$ cat src/rtl/store_narrow.sv
// Store-path narrowing unit: lane-places byte/half/word stores, flags range overflow, buffers entries in a FIFO.
// Optional feature macro: STORE_MISALIGN_EN (flags misaligned half/word stores and suppresses their byte enables).
module store_narrow #(
    parameter int DEPTH = 2
) (
    input  logic                       clk,
    input  logic                       reset,
    input  logic                       in_valid,
    output logic                       in_ready,
    input  logic [31:0]                in_addr,
    input  logic [31:0]                in_data,
    input  logic [1:0]                 in_size,
    input  logic                       in_unsigned,
    output logic                       out_valid,
    input  logic                       out_ready,
    output logic [31:0]                out_addr,
    output logic [31:0]                out_data,
    output logic [3:0]                 out_be,
    output logic                       out_ovf,
    output logic                       out_misalign,
    output logic [$clog2(DEPTH+1)-1:0] count
);

    localparam int CW = $clog2(DEPTH + 1);
    localparam int PW = (DEPTH > 1) ? $clog2(DEPTH) : 1;

    logic [PW-1:0] r_wrPtr;
    logic [PW-1:0] r_rdPtr;
    logic [CW-1:0] r_count;

    logic [29:0] r_addrMem [DEPTH];
    logic [31:0] r_dataMem [DEPTH];
    logic [3:0]  r_beMem   [DEPTH];
    logic        r_ovfMem  [DEPTH];
`ifdef STORE_MISALIGN_EN
    logic        r_misMem  [DEPTH];
`endif

    logic        w_push;
    logic        w_pop;
    logic [31:0] w_data;
    logic [3:0]  w_be;
    logic        w_ovf;
    logic        w_misalign;

    function automatic logic [PW-1:0] nextPtr(input logic [PW-1:0] p);
        return (p == PW'(DEPTH - 1)) ? '0 : p + PW'(1);
    endfunction

    assign out_valid = (r_count != '0);
    assign in_ready  = (r_count < CW'(DEPTH)) || out_ready;
    assign w_push    = in_valid && in_ready;
    assign w_pop     = out_valid && out_ready;
    assign count     = r_count;

    // Signed fit: bits above the sign bit all match it, i.e. the upper slice is all ones or all zeros.
    always_comb begin
        w_data     = in_data;
        w_be       = 4'b0000;
        w_ovf      = 1'b0;
        w_misalign = 1'b0;
        case (in_size)
            2'b00: begin
                w_data = {4{in_data[7:0]}};
                w_be   = 4'b0001 << in_addr[1:0];
                w_ovf  = in_unsigned ? (|in_data[31:8])
                                     : !((&in_data[31:7]) || !(|in_data[31:7]));
            end
            2'b01: begin
                w_data = {2{in_data[15:0]}};
                w_be   = in_addr[1] ? 4'b1100 : 4'b0011;
                w_ovf  = in_unsigned ? (|in_data[31:16])
                                     : !((&in_data[31:15]) || !(|in_data[31:15]));
`ifdef STORE_MISALIGN_EN
                if (in_addr[0]) begin
                    w_misalign = 1'b1;
                    w_be       = 4'b0000;
                end
`endif
            end
            2'b10: begin
                w_be = 4'b1111;
`ifdef STORE_MISALIGN_EN
                if (in_addr[1:0] != 2'b00) begin
                    w_misalign = 1'b1;
                    w_be       = 4'b0000;
                end
`endif
            end
            default: begin
                w_be = 4'b0000;
            end
        endcase
    end

    always_ff @(posedge clk or posedge reset) begin
        if (reset) begin
            r_wrPtr <= '0;
            r_rdPtr <= '0;
            r_count <= '0;
        end else begin
            if (w_push) r_wrPtr <= nextPtr(r_wrPtr);
            if (w_pop)  r_rdPtr <= nextPtr(r_rdPtr);
            case ({w_push, w_pop})
                2'b10:   r_count <= r_count + CW'(1);
                2'b01:   r_count <= r_count - CW'(1);
                default: r_count <= r_count;
            endcase
        end
    end

    // Entry storage needs no reset: stale contents are never visible because outputs are gated by out_valid.
    always_ff @(posedge clk) begin
        if (w_push) begin
            r_addrMem[r_wrPtr] <= in_addr[31:2];
            r_dataMem[r_wrPtr] <= w_data;
            r_beMem[r_wrPtr]   <= w_be;
            r_ovfMem[r_wrPtr]  <= w_ovf;
`ifdef STORE_MISALIGN_EN
            r_misMem[r_wrPtr]  <= w_misalign;
`endif
        end
    end

    assign out_addr = out_valid ? {r_addrMem[r_rdPtr], 2'b00} : 32'h0;
    assign out_data = out_valid ? r_dataMem[r_rdPtr] : 32'h0;
    assign out_be   = out_valid ? r_beMem[r_rdPtr] : 4'b0000;
    assign out_ovf  = out_valid ? r_ovfMem[r_rdPtr] : 1'b0;
`ifdef STORE_MISALIGN_EN
    assign out_misalign = out_valid ? r_misMem[r_rdPtr] : 1'b0;
`else
    assign out_misalign = 1'b0 & w_misalign;
`endif

endmodule

$ cat config.mk
export PLATFORM = sky130hd
export DESIGN_NAME = store_narrow
export DESIGN_NICKNAME = d
export VERILOG_FILES = /design/src/rtl/store_narrow.sv
export SDC_FILE = /design/constraint.sdc
export NUM_CORES = 1
export LEC_CHECK = 0
export ABC_AREA = 0
export BUFFER_PORTS_ARGS = -buffer_cell sky130_fd_sc_hd__buf_2
export CORE_ASPECT_RATIO = 0.75
export CORE_MARGIN = 2
export CORE_UTILIZATION = 48
export CTS_BUF_LIST = sky130_fd_sc_hd__clkbuf_16
export CTS_CLUSTER_DIAMETER = 60
export CTS_CLUSTER_SIZE = 20
export DETAILED_ROUTE_END_ITERATION = 16
export GPL_TIMING_DRIVEN = 0
export PLACE_DENSITY_LB_ADDON = 0.12
export SYNTH_ARGS = -nofsm -noshare
export SYNTH_HDL_FRONTEND = slang
export SYNTH_SLANG_ARGS = --single-unit
$ cat constraint.sdc
create_clock -name clk -period 3.8 [get_ports clk]
set_input_delay 0.38 -clock clk [delete_from_list [all_inputs] [get_ports clk]]
set_output_delay 0.38 -clock clk [all_outputs]
set_load 0.01 [all_outputs]
Word-level counts from Yosys, hierarchy flattened
Memories as Yosys holds them, arrays and structs flattened.
Cells that the tools add are included.

storage, ports and cells
  flip-flop bits (word level) = 4
  bits in writable memories = 134
  logic and storage cells = 50
  memories kept = 4

operators by class
  add/subtract/negate cells = 4
  order comparisons = 1
  eq/ne operators = 4
  shift-type cells = 1
  muxes and demuxes = 15
  reduce and logical (&&, ||, !) cells = 18

memories
  name       words  bits a word  rd ports  clocked after Yosys merged registers in  wr ports  line  source
  r_dataMem  2      32           1         0                                        1         32    logic [31:0] r_dataMem [DEPTH];
  r_addrMem  2      30           1         0                                        1         31    logic [29:0] r_addrMem [DEPTH];
  r_beMem    2      4            1         0                                        1         33    logic [3:0] r_beMem [DEPTH];
  r_ovfMem   2      1            1         0                                        1         34    logic r_ovfMem [DEPTH];

operators by type and width
  cell                                                 number
  two-way mux 32 bit                                   2
  one-hot mux 32 bit (2 select lines)                  1
  AND reduction 25 bit                                 1
  OR reduction 25 bit                                  1
  OR reduction 24 bit                                  1
  AND reduction 17 bit                                 1
  OR reduction 17 bit                                  1
  OR reduction 16 bit                                  1
  one-hot mux 4 bit (3 select lines)                   1
  two-way mux 4 bit                                    2
  two-way mux 1 bit                                    7
  equality test 2 x 1 -> 1 bit, second input constant  2
  equality test 2 bit, second input constant           2
  logical NOT 1 bit                                    4
  one-hot mux 2 bit (2 select lines)                   1
  nonzero test 2 bit                                   2
  << shifter 1 x 2 -> 4 bit, first input constant      1
  logical OR 1 bit                                     3
  adder 1 bit, second input constant                   2
  adder 2 x 1 -> 2 bit, second input constant          1
  logical AND 1 bit                                    2
  logical NOT 2 bit                                    1
  less-than comparator 2 bit, second input constant    1
  one-hot mux 1 bit (2 select lines)                   1
  subtractor 2 x 1 -> 2 bit, second input constant     1

Logic depth before layout (Yosys ltp)
  word-level depth = 6
  gate-level depth with buffers = 7
  depth with buffers taken out = 7

Worst setup path after synthesis
OpenSTA, ideal clock, no wires.

  path kind = reg2reg
  start point = reg r_count[1] (netlist: count[1])
  end point = mem r_addrMem[0][0] (enable)
  setup time = 0.492 ns
  arrival time = 3.528 ns
  required time = 3.308 ns
  slack = -0.220 ns
  cell stages (with the launch flop) = 4
  path buffers = 0
  cell sequence = dfrtp_1 -> nand2b_1 -> nand2_1 -> nor2_1

on the way
  longest elaborated chain between the ends = 5

ends and longest elaborated chain
  item                                     line  source
  start, declared                          29    logic [CW-1:0] r_count;
  start signal, assigned                   105   2'b10: r_count <= r_count + CW'(1);
  start signal, assigned                   106   2'b01: r_count <= r_count - CW'(1);
  start signal, assigned                   107   default: r_count <= r_count;
  less-than comparator 2 bit               51    assign in_ready = (r_count < CW'(DEPTH)) || out_ready;
  logical OR 1 bit                         51
  via in_ready                             9     output logic in_ready,
  logical AND 1 bit                        52    assign w_push = in_valid && in_ready;
  two-way mux 1 bit                        114   if (w_push) begin
  two-way mux 1 bit (not written as such)  115   r_addrMem[r_wrPtr] <= in_addr[31:2];
  end, declared                            31

The timed path passes the listed nets, and every way through them passes these cells.

Worst setup path in the final report
  start point = reg r_count[0] (netlist: count[0])
  end point = out out_data[11]

on the way
  longest elaborated chain between the ends = 2

ends and longest elaborated chain
  item                line  source
  nonzero test 2 bit  50    assign out_valid = (r_count != '0);
  two-way mux 32 bit  126   assign out_data = out_valid ? r_dataMem[r_rdPtr] : 32'h0;
  end, declared       17    output logic [31:0] out_data,

No other way between the ends.

==> results by group <==
Status
  • Status: finished clean

Yosys
  • Dominant synthesized flop cell: edfxtp_1
  • Area fraction of the dominant cell type after synthesis: about 69%
  • Dominant cell type by area after synthesis: edfxtp_1
  • Post-synthesis sequential area ratio: between 70% and 80%
  • Synth Cell Area: around 0.0058 mm2
  • Asr flop ratio synth: between 2 and 3%
  • Cell count after synthesis: around 390
  • Post-synthesis register bit count: between 100 and 150
  • Post-synth EDFFs: between 100 and 150
  • Synth top area cells: edfxtp_1 (69%), mux2i_1 (13%), nor2_1 (4.7%)
  • Yosys cell types: 31
  • Post-Syn Area per Cell: 15.1 um2
  • Yosys warns: 0

Timing
  • Pins Over Slew Limit: 0
  • Final Hold Fails: 0
  • Final setup fails: 0
  • Setup_tns: 0 ns
  • Layout Skew: ~0.0081 ns
  • RSZ-0062 raised after global routing: no
  • Highest Clock Rate: approximately 400 MHz
  • Fin crit share: between 60 and 70%
  • Worst Slack Setup Final: about 1.3 ns
  • Post-layout min period: 2.49 ns

Cells and area
  • Commonest non-fill, non-tap cell in the layout: buf_2
  • Layout cell share with drive strength beyond 1: a little over a third
  • Core Util, Final: between 60% and 70%
  • Post-route non-filler standard cell count: slightly above 700
  • Nets: roughly 620
  • Most frequent cells in the layout: buf_2 (151), edfxtp_1 (134), mux2i_1 (76)
  • Area delta synth->final: 27.3%
  • Diode count: 0

Detailed routing
  • Starting DRT DRC Count: 246
  • Number of routed nets with antenna violations: 0
  • Wire per inst: about 17 um
  • Drt pass-1 iters: 5
  • DRC viols: 0
  • Vias: approximately 3700
  • Routed WL: approximately 13000 um
  • Via density per instance: between 5 and 6

Job
  • Max-cap violations: 0

Power
  • PwrDens: a little under 800 mW/mm2
  • Total power draw: 5.72 mW
  • Clock Power Share: 29.0%
  • Leakage: roughly 3.1 nW
  • Register share of total power: between 30% and 40%
  • Peak supply drop: 0.400 mV
  • Logic pwr share: between 30% and 40%
  • Internal power: between 3 and 4 mW
  • Psw: between 1.5 and 2 mW
  • Sw Share: approximately a third

Global route
  • GRT Overall Usage: between 20% and 30%
  • Gr ovfl total: 0
  • Initial antenna violation count: 1
  • Vias in the first global route: 3759
  • Largest net degree at the start of global routing: 40
  • Global-route wire length before repair: 19600 um

Die
  • Chip Width: ~130 um
  • Core area: 0.0117 mm2
  • Starting Density: 49.8%
  • Full die area: around 0.013 mm2
  • # rows: 34
  • Ports: roughly 150
  • Die H: slightly below 100 um

Placement
  • Pre-CTS WS: 1.74 ns
  • Placer Congestion: around 0.84
  • HPWL Detailed: around 8700 um
  • Cell count after placement: 693
  • Port Buf Inserts: roughly 140

Worst setup path
  • CP required: 3.42 ns
  • FF-to-FF setup slack: 1.86 ns
  • Worst setup EP type: output port
  • Worst-case reg-to-reg path depth: 5
  • Largest stage delay on the critical path: 0.43 ns
  • Top cell by count, worst path: buf_2
  • Crit Path Max Fanout: 10
  • CP bufs+invs: 3
  • Cells along the critical path: nor2_1 > buf_2 > buf_2 > nor2_1 > buf_2
  • CP Data Arrival Time: approximately 2.1 ns
  • FF-to-FF End: r_dataMem[0][6]$_DFFE_PP_
  • Reg-to-Reg Start: count[1]$_DFFE_PP0P_
  • CP Class: reg2out
  • Startpoint Class: register
  • Cell family with the largest share of critical-path delay: buffers and inverters
  • Slowest stage cell on the critical path: dfrtp_1

Clock network
  • CTS tree: built
  • CTS Buf Count: 17
  • Worst-Skew Late Latency: about 0.4 ns
  • Resized cells post-CTS: 0
  • Post-CTS Setup Inserts: 0
  • H-Tree Depth: 4
  • Post-CTS Hold Fix Bufs: 1
  • Clk slew on worst S/H paths: ~0.060 ns
  • Sink Count: 138
  • Clk buf depth: 2
  • Clock root cell: clkbuf_16

Min path
  • Worst Hold Class: in2reg
  • Hold Crit Endpoint: r_addrMem[1][28]$_DFFE_PP_
  • Hold path depth: 1
  • HP Start: in_addr[30]
power by group through the flow:
stage / Combinational, mW / Sequential, mW / Clock [mW]
floorplan: 1.19 / 2.14 / 0
global placement: 1.91 / 2.16 / 0
detailed placement: 1.97 / 2.14 / 0
CTS: 1.99 / 2.11 / 1.68
global route: 2.14 / 2.14 / 1.75
finish: 1.95 / 2.11 / 1.66
per-layer routing:
layer	up-vias	track usage, %	wire [um]
li1	1772	-	-
met1	1788	26.2	5500
met2	160	32.0	5870
met3	12	7.08	1020
met4	2	5.85	137
met5	-	0	17
through the flow:
step | instance area, um2 | hold slack [ns]
6_report | 7410 | 0.154
5_1_grt | 7410 | 0.136
4_1_cts | 7410 | 0.142
3_5_place_dp | 6800 | 0.281
3_3_place_gp | 6730 | 0.273
2_1_floorplan | 5840 | 0.146
logic make-up (layout without fill, tap and decap cells):
| group | after synthesis | after routing | synth area share, % |
|---|---|---|---|
| other | 1 | 3 | 0.0644 |
| adder cells (fa/ha/maj) | 1 | 1 | 0.215 |
| multiplexers | 92 | 92 | 16.2 |
| AND/OR/NAND/NOR | 104 | 104 | 7.71 |
| flip-flops | 138 | 138 | 70.8 |
| AO/OA/AOI/OAI | 19 | 19 | 1.93 |
| buffers and inverters | 27 | 202 | 2.38 |
| XOR/XNOR | 5 | 5 | 0.752 |
Yosys cell counts, types with 2 or more instances:
| cell | number |
|---|---|
| buf_4 | 6 |
| clkbuf_1 | 6 |
| inv_1 | 2 |
| nand2_1 | 10 |
| mux2_2 | 10 |
| a21oi_1 | 6 |
| mux2i_1 | 76 |
| nor2b_1 | 2 |
| xor2_1 | 2 |
| dfrtp_1 | 4 |
| mux2_1 | 6 |
| nor2_1 | 73 |
| edfxtp_1 | 134 |
| nand4_1 | 5 |
| nor4_1 | 5 |
| nand2b_1 | 2 |
| o21ai_1 | 10 |
| nor3_1 | 2 |
| buf_2 | 12 |
| xnor2_1 | 3 |
state kept, by name, indices dropped and copies added (netlist names):
| register | count |
|---|---|
| r_dataMem | 64 |
| r_addrMem | 60 |
| r_beMem | 8 |
| count | 2 |
| r_ovfMem | 2 |
| r_rdPtr | 1 |
| r_wrPtr | 1 |
worst max path at each step:
stage,start,to,slack [ns],cells past startpoint
floorplan,count[1]$_DFFE_PP0P_,r_addrMem[0][0]$_DFFE_PP_,0.90,3
global placement,out_ready,r_dataMem[0][14]$_DFFE_PP_,-0.13,4
detailed placement,count[0]$_DFFE_PP0P_,out_data[11],1.74,5
CTS,count[0]$_DFFE_PP0P_,out_data[11],1.27,5
global route,count[0]$_DFFE_PP0P_,out_data[11],1.16,5
finish,count[0]$_DFFE_PP0P_,out_data[11],1.31,5
area by class of cell:
class | count | area, um2
buffer | 24 | 128
clock buffer | 17 | 425
clock inverter | 15 | 174
fill | 951 | 4290
inverter | 3 | 11.3
multi-input combinational | 224 | 1580
sequential | 138 | 4120
tap | 162 | 203
timing repair buffer | 143 | 766
Power figures use the tool's default switching activity.
